===== config.mk =====
export PLATFORM = sky130hd
export DESIGN_NAME = lsu_pmp_gate
export DESIGN_NICKNAME = d
export VERILOG_FILES = /design/src/rtl/lsu_pmp_gate.sv
export SDC_FILE = /design/constraint.sdc
export NUM_CORES = 1
export LEC_CHECK = 0
export CAP_MARGIN = 0
export CORE_UTILIZATION = 38
export CTS_CLUSTER_DIAMETER = 30
export DETAILED_ROUTE_END_ITERATION = 8
export GPL_TIMING_DRIVEN = 0
export PLACE_DENSITY = 0.82
export SYNTH_ARGS = -nofsm -noshare
export SYNTH_HDL_FRONTEND = slang
export SYNTH_SLANG_ARGS = --single-unit

===== constraint.sdc =====
create_clock -name clk -period 2.3 [get_ports clk]
set_clock_uncertainty 0.15 [all_clocks]
set_input_delay 0.46 -clock clk [delete_from_list [all_inputs] [get_ports clk]]
set_output_delay 0.46 -clock clk [all_outputs]
set_load 0.01 [all_outputs]

===== src/rtl/lsu_pmp_gate.sv =====
// lsu_pmp_gate: single-outstanding LSU request gate doing alignment and PMP checks
// before the data bus, and returning precise faults with cause and tval.
module lsu_pmp_gate #(
  parameter int ADDR_WIDTH = 32,
  parameter int DATA_WIDTH = 32
) (
  input  logic                    clk,
  input  logic                    rst_n,
  input  logic                    req_valid,
  output logic                    req_ready,
  input  logic [ADDR_WIDTH-1:0]   req_addr,
  input  logic                    req_wr,
  input  logic [1:0]              req_size,
  input  logic [DATA_WIDTH-1:0]   req_wdata,
  input  logic [DATA_WIDTH/8-1:0] req_strb,
  input  logic                    flush,
  output logic [ADDR_WIDTH-1:0]   pmp_chk_addr,
  output logic [1:0]              pmp_chk_mode,
  input  logic                    pmp_pass,
  output logic                    bus_req_valid,
  input  logic                    bus_req_ready,
  output logic [ADDR_WIDTH-1:0]   bus_req_addr,
  output logic                    bus_req_wr,
  output logic [DATA_WIDTH-1:0]   bus_req_wdata,
  output logic [DATA_WIDTH/8-1:0] bus_req_strb,
  input  logic                    bus_rsp_valid,
  input  logic [DATA_WIDTH-1:0]   bus_rsp_rdata,
  input  logic                    bus_rsp_err,
  output logic                    rsp_valid,
  input  logic                    rsp_ready,
  output logic [DATA_WIDTH-1:0]   rsp_rdata,
  output logic                    rsp_fault,
  output logic [3:0]              rsp_cause,
  output logic [ADDR_WIDTH-1:0]   rsp_tval
);
  typedef enum logic [2:0] {IDLE, CHECK, BUS_REQ, BUS_WAIT, RESP} state_t;
  state_t                  state_q, state_d;
  logic [ADDR_WIDTH-1:0]   addr_q, addr_d;
  logic                    wr_q, wr_d;
  logic [1:0]              size_q, size_d;
  logic [DATA_WIDTH-1:0]   wdata_q, wdata_d;
  logic [DATA_WIDTH/8-1:0] strb_q, strb_d;
  logic                    fault_q, fault_d;
  logic [3:0]              cause_q, cause_d;
  logic [DATA_WIDTH-1:0]   rdata_q, rdata_d;
  logic                    drop_q, drop_d;
  logic                    misal, chk_en;
  // size 3 is decoded as word by testing size[1]
  assign misal  = (size_q == 2'd1 && addr_q[0]) || (size_q[1] && addr_q[1:0] != 2'b00);
  assign chk_en = state_q == CHECK && !misal;
  always_comb begin
    state_d = state_q;
    addr_d  = addr_q;
    wr_d    = wr_q;
    size_d  = size_q;
    wdata_d = wdata_q;
    strb_d  = strb_q;
    fault_d = fault_q;
    cause_d = cause_q;
    rdata_d = rdata_q;
    drop_d  = drop_q;
    case (state_q)
      IDLE: if (req_valid) begin
        addr_d  = req_addr;
        wr_d    = req_wr;
        size_d  = req_size;
        wdata_d = req_wdata;
        strb_d  = req_strb;
        fault_d = 1'b0;
        cause_d = 4'd0;
        rdata_d = '0;
        drop_d  = 1'b0;
        state_d = CHECK;
      end
      CHECK: begin
        state_d = flush ? IDLE : misal || !pmp_pass ? RESP : BUS_REQ;
        fault_d = !flush && (misal || !pmp_pass);
        cause_d = fault_d ? {2'b01, wr_q, !misal} : 4'd0;
      end
      BUS_REQ: begin
        drop_d  = drop_q || flush;
        state_d = bus_req_ready ? BUS_WAIT : BUS_REQ;
      end
      BUS_WAIT: begin
        drop_d = drop_q || flush;
        if (bus_rsp_valid) begin
          state_d = drop_d ? IDLE : RESP;
          rdata_d = wr_q || bus_rsp_err ? '0 : bus_rsp_rdata;
          fault_d = bus_rsp_err;
          cause_d = bus_rsp_err ? {2'b01, wr_q, 1'b1} : 4'd0;
        end
      end
      RESP: state_d = flush || rsp_ready ? IDLE : RESP;
      default: state_d = IDLE;
    endcase
  end
  always_ff @(posedge clk or negedge rst_n) begin
    if (!rst_n) begin
      state_q <= IDLE;
      addr_q  <= '0;
      wr_q    <= 1'b0;
      size_q  <= 2'd0;
      wdata_q <= '0;
      strb_q  <= '0;
      fault_q <= 1'b0;
      cause_q <= 4'd0;
      rdata_q <= '0;
      drop_q  <= 1'b0;
    end else begin
      state_q <= state_d;
      addr_q  <= addr_d;
      wr_q    <= wr_d;
      size_q  <= size_d;
      wdata_q <= wdata_d;
      strb_q  <= strb_d;
      fault_q <= fault_d;
      cause_q <= cause_d;
      rdata_q <= rdata_d;
      drop_q  <= drop_d;
    end
  end
  assign req_ready     = state_q == IDLE;
  assign pmp_chk_addr  = chk_en ? addr_q : '0;
  assign pmp_chk_mode  = chk_en ? (wr_q ? 2'b10 : 2'b01) : 2'b00;
  assign bus_req_valid = state_q == BUS_REQ;
  assign bus_req_addr  = addr_q;
  assign bus_req_wr    = wr_q;
  assign bus_req_wdata = wdata_q;
  assign bus_req_strb  = strb_q;
  assign rsp_valid     = state_q == RESP;
  assign rsp_rdata     = rdata_q;
  assign rsp_fault     = fault_q;
  assign rsp_cause     = cause_q;
  assign rsp_tval      = fault_q ? addr_q : '0;
endmodule

# After elaboration in Yosys (flattened, before gate mapping)

Index checks and enable logic that the tools add are counted.

Memories kept: 0
Memory bits (writable): 0
Flip-flop bits (word level): 112
Word-level logic and storage cells: 65
Bits in latches: 0
ROM bits: 0
Input bits: 112

Magnitude comparators: 0
Equality and inequality tests: 7
Multipliers: 0
Divide/modulo/power cells: 0
Add/sub/neg operators: 0
Muxes and demuxes: 25
Reduce and logical (&&, ||, !) cells: 23
Bitwise gates (word level): 0
Shifts and indexed selects: 0

Operators by type and width:

| kind               | number |
|---|---|
| $mux 32            | 5 |
| $pmux 32 s2        | 1 |
| $mux 3             | 8 |
| $pmux 3 s5         | 1 |
| $pmux 4 s3         | 1 |
| $mux 4             | 2 |
| $eq 3x2->1 const B | 2 |
| $reduce_and 2->1   | 3 |
| $reduce_and 3->1   | 2 |
| $reduce_bool 2->1  | 3 |
| $logic_or 1x1->1   | 5 |
| $logic_and 1x1->1  | 4 |
| $mux 2             | 2 |
| $ne 2x2->1 const B | 2 |
| $eq 3x1->1 const B | 1 |
| $eq 3x3->1 const B | 1 |
| $logic_not 1->1    | 3 |
| $logic_not 3->1    | 1 |
| $mux 1             | 3 |
| $pmux 1 s3         | 1 |
| $reduce_bool 3->1  | 1 |
| $eq 2x1->1 const B | 1 |
| $pmux 1 s2         | 1 |
| $reduce_or 2->1    | 1 |

# Longest topological paths before layout

Word-level depth: 7
Gate-level depth with buffers: 7
Depth with buffers taken out: 4

# Least setup slack after synthesis

Ideal clock, no wire load.

Path type: reg-to-output
From: register addr_q[0] (netlist: bus_req_addr[0])
To: output port pmp_chk_addr[10]
Arrival time: 1.445 ns
Path buffers: 1
Data required time: 1.690 ns
Setup slack: 0.245 ns
Stages on the path, launching flop included: 6
Path through: dfrtp_1 -> a21oi_1 -> nor2_1 -> nor3_1 -> clkbuf_1 -> and2_1

Cells in the longest elaborated chain, start to end: 6
Elaborated cells on any way between the ends: 7
Those cells by class: mux: 1; reduce/logical: 6

RTL lines:

| what                   | RTL line | RTL |
|---|---|---|
| from (decl)            | 38       | `logic [ADDR_WIDTH-1:0] addr_q, addr_d;` |
| from (signal assigned) | 111      | `addr_q <= addr_d;` |
| $reduce_bool 2->1      | 49       | `assign misal = (size_q == 2'd1 && addr_q[0]) \|\| (size_q[1] && addr_q[1:0] != 2'b00);` |
| $logic_and 1x1->1      | 49       |  |
| $logic_or 1x1->1 *     | 49       |  |
| $logic_not 1->1 *      | 50       | `assign chk_en = state_q == CHECK && !misal;` |
| $logic_and 1x1->1 *    | 50       |  |
| $mux 32 *              | 123      | `assign pmp_chk_addr = chk_en ? addr_q : '0;` |
| to (decl)              | 17       | `output logic [ADDR_WIDTH-1:0] pmp_chk_addr,` |

Every way passes the cells marked *; elsewhere a longest branch is shown, timed or not.

# Worst setup path in the final report

From: register state_q[2]
To: output port pmp_chk_addr[17]

Cells in the longest elaborated chain, start to end: 3

RTL lines:

| what                   | RTL line | RTL |
|---|---|---|
| from (decl)            | 37       | `state_t state_q, state_d;` |
| from (signal assigned) | 110      | `state_q <= state_d;` |
| $eq 3x1->1             | 50       |  |
| $logic_and 1x1->1      | 50       |  |
| $mux 32                | 123      |  |

No other way between the ends.

==> key figures <==
Outcome
  • Run status: finished with violations
  • Violations in the final reports: setup timing

Timing
  • Transition time at the pin with the least slew margin: 812 ps
  • Final max-slew violation count: 0
  • Worst setup margin: -151 ps
  • Period utilization: 107%
  • Final setup violating endpoints: 32
  • Final hold violation count: 0
  • Relative max-transition margin: between 40% and 50%
  • Setup repair after global routing missed its margin: true
  • Achievable frequency: 408 MHz
  • Minimum clock period: ~2500 ps

Power and ir drop
  • Areal power density over the cells: between 1000 and 1500 nW/um2
  • Switching part of the total: about a third
  • Leakage power: roughly 3.9 nW
  • Total power consumption of the routed design: 10.8 mW
  • Pint: 7.07 mW
  • Net Sw Power: 3.72 mW
  • Share of power burned in combinational logic: a little over half
  • Sequential Power Share: approximately 31%
  • Maximum ir drop on the vdd rail: 644 uV
  • Clock network fraction of design power: 15.3%

Global route
  • Initial antenna violation count: 0
  • Via count of the first global-routing pass: 4547
  • Overall global routing resource usage: a little under a quarter
  • Met3 layer usage reported by global route: slightly above 7%
  • Largest net degree at the start of global routing: between 60 and 70
  • Most crowded layer after global routing: met2
  • Met2 capacity usage during global routing: between 40 and 50%
  • Leftover overflow at the end of global routing: 0
  • Global-route wire length before repair: between 20000 and 25000 um
  • GR met1 Demand/Resource: ~26%

Routing
  • TritonRoute pass-1 iters: 4
  • Post-detailed-route via-to-cell ratio: around 4.8
  • Via count: between 4000 and 5000
  • DRC marker count from the first detailed-route iteration: 193
  • Drt wl/cell: ~17 um
  • Total wirelength of the detailed-routed design: 15700 um
  • Number of routed nets with antenna violations: 0
  • DRC errors left: 0

Cells and area
  • Final layout net count: about 850
  • Layout overhead on the synthesized area: 75.4%
  • Count of non-filler cells in the finished layout: approximately 900
  • End-of-flow core utilization: between 60% and 70%
  • Fraction of layout cells with a size suffix above 1: 26.3%
  • Number of diodes: 0
  • Total of fill cells in the finished design: 929

Worst setup path
  • Slowest cell on the critical path: sky130_fd_sc_hd__dfrtp_1
  • Crit path top cell by count: sky130_fd_sc_hd__buf_6
  • Type of element launching the critical path: flip-flop
  • Buffers plus inverters on the worst setup path: 5
  • Ordered cell list for the critical path: buf_6, nand2b_4, nor3_4, buf_6, buf_8, buf_6, and2_4, buf_6
  • Crit-path max cell delay: ~410 ps
  • Cell family with most CP delay: buffers and inverters
  • Required time worst endpoint: between 1500 and 2000 ps
  • Type of the worst setup path: flip-flop to output pin
  • Max FO, Critical Path: 6
  • Kind of end point of the critical path: output pin
  • Crit path arrival time: between 1500 and 2000 ps

Placed design
  • RePlAce Congestion: about 0.8
  • Placed insts: just under 900
  • Setup Slack @ Placement: -1040 ps
  • Detailed placer's ending HPWL: approximately 12000 um
  • Buffers on Ports: between 200 and 300

Synth
  • Post-Syn Area per Cell: ~12 um2
  • Yosys reg bits: 110
  • Cell types with the largest area share after synthesis: sky130_fd_sc_hd__dfrtp_1 (57%), sky130_fd_sc_hd__mux2_2 (16%), sky130_fd_sc_hd__and2_1 (8.5%)
  • Unique cell type count in the Yosys netlist: 33
  • Synthesized instance count: 421
  • Library cell occupying the most area in the post-synthesis netlist: sky130_fd_sc_hd__dfrtp_1
  • Count of yosys warnings during synthesis: 0
  • Share of Yosys cell area claimed by the top area cell type: between 50% and 60%
  • Fraction of the yosys area taken by sequential cells: 56.5%
  • Number of nets produced by synthesis: about 530
  • Summed instance area of the synthesized netlist: slightly below 5000 um2

Die
  • Boundary pin count: 287
  • Vertical die dimension: roughly 120 um
  • Initial Utilization: 39.7%
  • Core area: between 10000 and 15000 um2
  • DIE AREA: 13300 um2
  • Num rows: 40
  • Die width: roughly 120 um

Clocking
  • Hold buffer count at CTS: 0
  • Post-CTS clock slew at the launch and capture registers of the worst setup and hold paths: ~70 ps
  • H-tree level count: 3
  • Root Driver: sky130_fd_sc_hd__clkbuf_16
  • Clock tree buffer depth: 2
  • TritonCTS clock tree: built
  • Clk_lat worst skew: roughly 340 ps
  • TritonCTS sink count: 110
  • Total clock buffers created by CTS: 9

Flow run
  • Reported max-cap violation count: 0

Hold path
  • Path category of the worst min-delay check: input pin to asynchronous set/reset pin
## path summary, 6_finish.rpt
kind,startpoint,end,slack [ps],cells past startpoint
setup / recovery,state_q[2],pmp_chk_addr[17],-150,8
hold / removal,rst_n,bus_req_wdata[13],60,1
setup reg to reg,state_q[2],bus_req_addr[14],210,6
hold reg to reg,rsp_rdata[15],rsp_rdata[15],330,2
max in group asynchronous,rst_n,bus_req_addr[0],1210,2
min in group clk,rsp_rdata[15],rsp_rdata[15],330,2
## metrics by stage
stage          hold WS [ps]  cell area, um2  setup TNS, ps
2_1_floorplan          14.4            4870              0
3_3_place_gp            310            7930        -414170
3_5_place_dp            319            7960         -35350
4_1_cts                69.7            8420          -2650
5_1_grt                 101            8540          -5790
6_report               55.6            8540          -2800
## power groups by stage
stage / Sequential, mW / Combinational (mW) / Clock, mW
global placement: 3.27 / 5.32 / 0
CTS: 3.28 / 5.70 / 1.69
detailed placement: 3.32 / 5.44 / 0
global route: 3.41 / 6.23 / 1.77
finish: 3.30 / 5.84 / 1.65
floorplan: 3.45 / 2.16 / 0
## flip-flops by register name, indices dropped and copies added (netlist names)
register       cells
rsp_rdata         32
state_q            3
bus_req_wdata     32
rsp_cause          3
size_q             2
drop_q             1
bus_req_strb       4
bus_req_addr      32
bus_req_wr         1
## synth_stat cells, drive strengths merged
cell / number
a21o: 1
nand3: 2
nand3b: 1
a221oi: 1
a21oi: 4
dfrtp: 110
conb: 1
mux2: 71
buf: 20
nor3: 2
or3b: 1
nand2: 37
or3: 1
clkbuf: 10
a31oi: 1
a21boi: 1
inv: 35
and2b: 1
or4: 1
o21bai: 2
o31ai: 32
nor4: 1
nand2b: 1
o21ai: 5
or4b: 1
and2: 66
nor3b: 1
nor2b: 4
o22ai: 1
nor2: 5
o41ai: 1
## timing repair
action / 4_1_cts / 5_1_grt
pin swaps: 12 / 2
hold endpoints to repair: 0 / 0
endpoints found under the setup margin: 66 / 45
buffers inserted: 16 / 3
resized for setup: 205 / 42
gates cloned: 3 / 0
## cell type report
| type | instances | area (um2) | share of cell area [%] |
|---|---|---|---|
| Sequential cell | 110 | 2760 | 32.3 |
| Buffer | 30 | 201 | 2.36 |
| Multi-Input combinational cell | 246 | 1920 | 22.5 |
| Clock buffer | 13 | 280 | 3.28 |
| Inverter | 35 | 131 | 1.54 |
| Timing Repair Buffer | 307 | 3000 | 35.2 |
| Clock inverter | 3 | 40.0 | 0.469 |
| Tap cell | 168 | 210 | 2.46 |
## cell families after synthesis
logic type,after synthesis,synth area share [%]
buffers and inverters,65,5.76
AND/OR/NAND/NOR,125,14.1
multiplexers,71,16.4
flip-flops,110,56.5
AO/OA/AOI/OAI,49,7.09
other,1,0.0770
## cells in the final DEF, fill, tap and decap left out, drive strengths merged, types with 2 or more instances in the layout
cell,netlist,routed
buf,20,78
dlymetal6s2s,0,5
o21ai,5,5
and2,66,66
mux2,71,71
nor3,2,2
nand2,37,37
a21oi,4,4
nor2b,4,4
o21bai,2,2
inv,35,35
dlygate4sd2,0,23
nand3,2,2
clkdlybuf4s50,0,220
nor2,5,5
dfrtp,110,110
clkinv,0,2
o31ai,32,32
clkbuf,10,23
## layer usage
metal	up-vias	share of wire, %	wire length, um
met5	-	0	0
met4	0	1.9	302
met3	24	7.8	1220
met2	168	53	8300
met1	2106	37	5850
li1	2035	-	-
No activity file was read; power rests on OpenSTA's default activity.
